===== src/rtl/fetch_unit.sv =====
// Instruction-fetch stage: PC, small word-addressed instruction memory, and a
// registered instruction output. Optional perf counters under FETCH_PERF_CNT_EN.
module fetch_unit #(
  parameter int          IMEM_DEPTH = 64,
  parameter logic [31:0] RESET_PC   = 32'h0000_0000
) (
  input  logic                          CLK,
  input  logic                          RST_N,
  input  logic                          stall,
  input  logic                          branch_en,
  input  logic [31:0]                   branch_target,
  input  logic                          imem_we,
  input  logic [$clog2(IMEM_DEPTH)-1:0] imem_waddr,
  input  logic [31:0]                   imem_wdata,
  output logic [31:0]                   instr,
  output logic [31:0]                   instr_pc,
  output logic                          instr_valid,
  output logic                          halted,
`ifdef FETCH_PERF_CNT_EN
  output logic [31:0]                   fetch_cnt,
  output logic [31:0]                   stall_cnt,
`endif
  output logic [1:0]                    dbg_state_o,
  output logic [31:0]                   dbg_pc_o
);

  localparam int          AW       = $clog2(IMEM_DEPTH);
  localparam logic [31:0] PC_LIMIT = 32'(IMEM_DEPTH * 4);

  typedef enum logic [1:0] {
    ST_BUBBLE = 2'd0,
    ST_FETCH  = 2'd1,
    ST_HALT   = 2'd2
  } state_e;

  state_e      state_q, state_d;
  logic [31:0] pc_q, pc_d;
  logic [31:0] instr_q, instr_d;
  logic [31:0] instr_pc_q, instr_pc_d;
  logic        valid_q, valid_d;
  logic        fetch_fire;
  logic        stall_hit;

  logic [31:0] imem [IMEM_DEPTH];
  logic [31:0] rd_word;
  logic [31:0] br_pc;
  logic [31:0] pc_inc;

  // Read sees the pre-edge contents, so a same-cycle write to the fetched word
  // delivers the old data.
  always_ff @(posedge CLK) begin
    if (imem_we) imem[imem_waddr] <= imem_wdata;
  end

  assign rd_word = imem[pc_q[AW+1:2]];
  assign br_pc   = branch_target & 32'hFFFF_FFFC;
  assign pc_inc  = pc_q + 32'd4;

  always_ff @(posedge CLK or negedge RST_N) begin
    if (!RST_N) begin
      state_q    <= ST_BUBBLE;
      pc_q       <= RESET_PC;
      instr_q    <= '0;
      instr_pc_q <= '0;
      valid_q    <= 1'b0;
    end else begin
      state_q    <= state_d;
      pc_q       <= pc_d;
      instr_q    <= instr_d;
      instr_pc_q <= instr_pc_d;
      valid_q    <= valid_d;
    end
  end

  // Output contract: instr/instr_pc are meaningful only while instr_valid=1;
  // there is no ready, downstream back-pressure arrives as stall (hold).
  always_comb begin
    state_d    = state_q;
    pc_d       = pc_q;
    instr_d    = instr_q;
    instr_pc_d = instr_pc_q;
    valid_d    = valid_q;
    fetch_fire = 1'b0;
    stall_hit  = 1'b0;
    case (state_q)
      ST_BUBBLE: begin
        instr_d = '0;
        valid_d = 1'b0;
        if (branch_en) begin
          pc_d    = br_pc;
          state_d = ST_BUBBLE;
        end else if (pc_q >= PC_LIMIT) begin
          state_d = ST_HALT;
        end else begin
          state_d = ST_FETCH;
        end
      end
      ST_FETCH: begin
        if (branch_en) begin
          pc_d    = br_pc;
          instr_d = '0;
          valid_d = 1'b0;
          state_d = ST_BUBBLE;
        end else if (stall) begin
          stall_hit = 1'b1;
        end else begin
          instr_d    = rd_word;
          instr_pc_d = pc_q;
          valid_d    = 1'b1;
          pc_d       = pc_inc;
          fetch_fire = 1'b1;
          if (pc_inc >= PC_LIMIT) state_d = ST_HALT;
        end
      end
      ST_HALT: begin
        instr_d = '0;
        valid_d = 1'b0;
        if (branch_en) begin
          pc_d    = br_pc;
          state_d = ST_BUBBLE;
        end
      end
      default: state_d = ST_BUBBLE;
    endcase
  end

`ifdef FETCH_PERF_CNT_EN
  logic [31:0] fetch_cnt_q, stall_cnt_q;

  always_ff @(posedge CLK or negedge RST_N) begin
    if (!RST_N) begin
      fetch_cnt_q <= '0;
      stall_cnt_q <= '0;
    end else begin
      if (fetch_fire && (fetch_cnt_q != 32'hFFFF_FFFF)) fetch_cnt_q <= fetch_cnt_q + 32'd1;
      if (stall_hit && (stall_cnt_q != 32'hFFFF_FFFF)) stall_cnt_q <= stall_cnt_q + 32'd1;
    end
  end

  assign fetch_cnt = fetch_cnt_q;
  assign stall_cnt = stall_cnt_q;
`endif

  assign instr       = instr_q;
  assign instr_pc    = instr_pc_q;
  assign instr_valid = valid_q;
  assign halted      = (state_q == ST_HALT);
  assign dbg_state_o = state_q;
  assign dbg_pc_o    = pc_q;

endmodule

===== config.mk =====
export PLATFORM = sky130hd
export DESIGN_NAME = fetch_unit
export DESIGN_NICKNAME = d
export VERILOG_FILES = /design/src/rtl/fetch_unit.sv
export SDC_FILE = /design/constraint.sdc
export NUM_CORES = 2
export LEC_CHECK = 0
export BUFFER_PORTS_ARGS = -buffer_cell sky130_fd_sc_hd__buf_4
export CAP_MARGIN = 10
export CORE_MARGIN = 2
export CORE_UTILIZATION = 55
export CTS_CLUSTER_DIAMETER = 30
export DETAILED_ROUTE_END_ITERATION = 10
export HOLD_SLACK_MARGIN = 0.12
export PLACE_DENSITY_LB_ADDON = 0.25
export SETUP_SLACK_MARGIN = 0.02
export SYNTH_ARGS = -nofsm -noshare
export SYNTH_HDL_FRONTEND = slang
export SYNTH_SLANG_ARGS = --single-unit

===== constraint.sdc =====
create_clock -name CLK -period 2.84 [get_ports CLK]
set_input_delay 0.284 -clock CLK [delete_from_list [all_inputs] [get_ports CLK]]
set_output_delay 0.284 -clock CLK [all_outputs]
set_load 0.02 [all_outputs]

# Word level (Yosys, flattened, before mapping)
# Memory sizes are Yosys's and may differ from the RTL's.
# Cells that the tools add are included.
[classes]
addsub = 1
reduce_logical = 7
order_cmp = 2
bitwise = 2
n_mux = 19
n_eq_ne = 6
[ops]
columns = ["cell", "n"]
rows = [
  ["32-bit 2-to-1 mux", 5],
  ["32-bit case mux with 2 select lines", 2],
  ["32-bit by 9-bit greater-or-equal comparator with 1-bit output (second input constant)", 2],
  ["32-bit by 3-bit adder with 32-bit output (second input constant)", 1],
  ["2-bit 2-to-1 mux", 6],
  ["3-bit AND reduction", 3],
  ["3-bit != test (second input constant)", 2],
  ["2-bit case mux with 3 select lines", 1],
  ["1-bit 2-to-1 mux", 4],
  ["2-bit by 1-bit == test with 1-bit output (second input constant)", 1],
  ["2-bit == test (second input constant)", 1],
  ["2-bit zero test", 1],
  ["2-bit by 1-bit != test with 1-bit output (second input constant)", 1],
  ["2-bit != test (second input constant)", 1],
  ["1-bit NOT", 2],
  ["1-bit case mux with 2 select lines", 1],
  ["2-bit AND reduction", 1],
  ["2-bit nonzero test", 1],
  ["2-bit OR reduction", 1],
]
[word_totals]
reg_bits = 99
wordCells = 43
output_inout_bits = 100
n_memories = 1
ram_bits = 2048
in_bits = 75
[mem_list]
columns = ["memory", "words", "word_bits", "read_ports", "rd_clocked_by_memory_dff", "wr", "line_no", "text"]
rows = [
  ["imem", 64, 32, 1, 0, 1, "44", "logic [31:0] imem [IMEM_DEPTH];"],
]

# Logic depth before layout (Yosys ltp)
[logic_depth]
depth_word = 6
mapped_depth = 10
mapped_depth_nobuf = 8

# Worst setup path before layout
# No wires, ideal clock.
[synth_timing]
kind = "input port to flip-flop"
startpoint = "input imem_waddr[5]"
endpoint = "memory imem[48][0], enable pin"
stages = 4
n_path_buf = 1
required_ns = 2.379
t_arrival_ns = 3.161
path_slack_ns = -0.782
setup_ns = 0.461
cell_sequence = "clkbuf_1 -> nand3_1 -> or3_1 -> nor3_1"
[synth_rtl]
columns = ["item", "line_no", "text"]
rows = [
  ["from (decl)", "13", "input logic [$clog2(IMEM_DEPTH)-1:0] imem_waddr,"],
  ["to (decl)", "44", ""],
]
# No word-level cell before the write port.

# Worst setup path in the final report
[layout_timing]
startpoint = "register pc_q[2], in the netlist dbg_pc_o[2]"
endpoint = "register instr_q[24], in the netlist instr[24]"
[layout_via]
elab_chain_cells = 4
[layout_lines]
columns = ["item", "line_no", "text"]
rows = [
  ["from (decl)", "37", "logic [31:0] pc_q, pc_d;"],
  ["from (signal assigned)", "68", "pc_q <= pc_d;"],
  ["memory read 64 x 32 bit", "n/a", ""],
  ["32-bit 2-to-1 mux", "104", "end else if (stall) begin"],
  ["32-bit 2-to-1 mux", "99", "if (branch_en) begin"],
  ["32-bit case mux with 2 select lines", "85", "case (state_q)"],
  ["to (signal assigned)", "69", "instr_q <= instr_d;"],
  ["to (decl)", "38", "logic [31:0] instr_q, instr_d;"],
]
# No other way between the ends. The select of a mux whose other input is x is not followed.
# A chain may end at the register's enable or synchronous reset.

==> impl_metrics.csv <==
group,metric,value,unit
logic_synthesis,synth_top_area_share,74.2,%
worst_setup_path,worstPathMaxFanout,10,
pwr,clockPowerShare,53.1,%
route,drc,0,
floorplan,rows,142,
cts,cts_tree,"done",
pwr,power_density,832,mW/mm^2
place,port_buffers,168,
timing,rsz0062_at_grt,"yes",
place,hpwl,106000,microns
worst_setup_path,crit_family,"multiplexers",
layout,nets,4440,
global_routing,antenna_found_initial,4,
pwr,power.switching,19.2,mW
worst_hold_path,hold_start,"branch_en",
worst_hold_path,holdCritPathClass,"primary input to register",
pwr,vdd_drop_max,0.000698,V
worst_hold_path,min_to,"dbg_state_o[1]",
worst_setup_path,cp.required,3.61,ns
layout,num-fill-cells,8606,
worst_setup_path,r2r-end,"instr[24]",
floorplan,core,0.150,sq mm
timing,period_share,102,%
route,vias,43300,
cts,insertion_delay,0.94,ns
timing,clock_skew,0.0539,ns
run,maxCapViolations,0,
route,antenna_left,0,
logic_synthesis,synth-async-reset-ratio,4.43,%
worst_setup_path,path_buf_inv,4,
layout,layout.cells.non_filler,6695,
global_routing,grt_start_max_net_pins,65,
global_routing,track_usage,29.2,%
pwr,p_int,68.0,mW
logic_synthesis,synth_area,0.0829,sq mm
floorplan,fp.dieW,392,microns
worst_setup_path,rrSetupSlack,-0.06,ns
timing,finalHoldViolCount,0,
worst_setup_path,reg2reg_depth,8,
floorplan,dieArea,0.154,sq mm
cts,cts-root-buf,"clkbuf_16",
logic_synthesis,ys_types,65,
logic_synthesis,synth_area_leaders,"edfxtp_1 74%, mux4_2 17%, dfrtp_1 2.9%",
pwr,combPwrFrac,6.6,%
outcome,failed_checks,"setup timing",
route,wirelength,226000,microns
floorplan,start_util,55.3,%
worst_setup_path,crit_path_start_kind,"register",
worst_setup_path,cpMaxStageDelayCell,"mux4_2",
logic_synthesis,ys_seq_area_share,77.1,%
worst_setup_path,worstPathCellList,"buf_12 -> buf_16 -> buf_12 -> buf_6 -> mux4_2 -> mux4_2 -> mux2i_2 -> o21ai_1",
route,post_drt_wl_per_cell,33.8,microns
logic_synthesis,synth_common_cells,"2048 x edfxtp_1, 640 x mux4_2, 138 x nor2_1, 118 x clkbuf_1, 95 x dfrtp_1",
layout,area_growth,26.3,%
logic_synthesis,yosysTopAreaCell,"edfxtp_1",
pwr,power,87.2,mW
layout,fin_area,0.105,sq mm
worst_setup_path,path_class,"register to register",
worst_setup_path,reg2reg_from,"dbg_pc_o[2]",
worst_setup_path,arrival,3.67,ns
timing,finalCriticalPeriod,2.90,ns
global_routing,grt_overflow_total,0,
worst_setup_path,crit_path_end_kind,"register",
place,place_inst,5831,
route,drt_iter0_drc,5752,
logic_synthesis,avgSynthCellArea,23.1,sq um
logic_synthesis,synth_edf_count,2048,
global_routing,grt_pass1_wl,315000,microns
outcome,status,"complete, but fails checks",
cts,cts_buffers,401,
logic_synthesis,yosys.cell_count.top_type,"edfxtp_1",
timing,worst_slack,-0.0610,ns
timing,setup_viol,7,
floorplan,fp.dieH,392,microns
cts,clkSinkCount,2143,
place,gp_congestion,0.844,
cts,clk_path_buf_depth,4,
worst_setup_path,critical-path-max-stage-delay,0.57,ns
global_routing,grt_pass1_vias,44500,
logic_synthesis,yosys_warnings,0,
logic_synthesis,synth_seq_cells,2143,
layout,antenna_cells,0,
pwr,p_leak,34.9,nW
place,placed_area,0.0895,sq mm
floorplan,io_pins,175,
layout,drive_above_1_share,40.4,%
cts,cts.htree.levels,5,
timing,tightest_slew,0.969,ns
pwr,p_sw_share,22.0,%
place,place_ws,-0.0103,ns
logic_synthesis,syn_inst,3592,
timing,max_freq,345,MHz
timing,holdWs,0.193,ns
cts,clk_pin_slew_worst_paths,0.05,ns
pwr,p_seq_share,40.3,%
route,firstDrtPassIters,6,
timing,relSlewSlack,35.4,%
worst_hold_path,hold_path_depth,3,
logic_synthesis,synth_ff_type,"edfxtp_1",
timing,slew_viol_final,0,
route,viasPerCell,6.46,
## repair_timing
item | 4_1_cts | 5_1_grt
pin swaps | 0 | 2
endpoints found under the setup margin | 14 | 35
hold endpoints to repair | 2273 | 0
resized for setup | 17 | 58
cloned | 1 | 13
hold buffers | 91 | 0
buffers inserted | 2 | 41
## logic make-up (layout without fill, tap and decap cells)
kind of cell / count (synthesis) / after routing / share of synthesized area (%)
compound gates: 188 / 188 / 1.30
fa+ha+maj: 3 / 3 / 0.0453
xor+xnor: 8 / 8 / 0.0846
flops: 2143 / 2143 / 77.1
other cells: 1 / 4 / 0.00453
mux: 733 / 733 / 18.6
buf+inv: 222 / 1306 / 1.19
simple gates: 294 / 294 / 1.73
## flip-flops by register name, indices dropped and copies added (netlist names)
signal       flops
dbg_pc_o        30
dbg_state_o      2
imem          2048
instr           32
instr_pc        30
instr_valid      1
## power groups by stage
stage,Sequential [mW],Clock (mW),Combinational [mW]
floorplan,35.6,0,2.94
global placement,35.7,0,5.11
detailed placement,35.7,0,5.18
CTS,35.1,46.5,5.45
global route,35.1,48.1,5.98
finish,35.1,46.3,5.75
## layout by cell type (no fill, tap or decap), drive strengths merged, types with 37 or more instances in the layout
master / instances
nor2: 139
mux4: 640
clkinvlp: 38
a21oi: 78
edfxtp: 2048
nand2: 37
dfrtp: 95
bufinv: 43
dlygate4sd3: 90
clkbuf: 472
mux2i: 64
buf: 477
inv: 56
o21ai: 67
clkinv: 130
## routing by layer
metal	up-vias	global-route usage [%]	part of all wire, %
met4	6	10.8	3.8
met2	2874	46.7	49
met1	22800	40.0	36
met5	-	0	0.018
met3	539	6.31	11
li1	17000	-	-
## how the worst max path moves through the flow
stage                   from              to  cells after the start
2_1_floorplan  imem_waddr[3]     imem[10][0]                      4
3_3_place_gp     dbg_pc_o[2]        instr[2]                      7
3_5_place_dp     dbg_pc_o[2]  dbg_state_o[1]                     11
4_1_cts          dbg_pc_o[2]       instr[17]                     10
5_1_grt          dbg_pc_o[2]       instr[16]                     11
6_report         dbg_pc_o[2]       instr[24]                      8
## area by class of cell
type	instances	area, sq um	area share (%)
Clock inverter	259	2740	2.62
Clock buffer	461	10400	9.97
Sequential cell	2143	63900	61.0
Timing Repair Buffer	578	6440	6.15
Multi-Input combinational cell	1230	18600	17.8
Tap cell	2016	2520	2.41
Inverter	8	30.0	0.0287
## per-stage QoR
step	utilization, %	setup TNS, ns
6_report	69.9	-0.235
5_1_grt	69.9	-1.48
4_1_cts	69.3	-0.00632
3_5_place_dp	59.8	-0.0103
3_3_place_gp	59.8	0
2_1_floorplan	-	-34.04
## worst register-to-register path, cell delays in order, from the launching register on
cell and delay [ns]:
dfrtp_4 0.48, buf_12 0.15, buf_16 0.19, buf_12 0.21, buf_6 0.25, mux4_2 0.57, mux4_2 0.51, mux2i_2 0.28
o21ai_1 0.13
No activity file was read; power rests on OpenSTA's default activity.
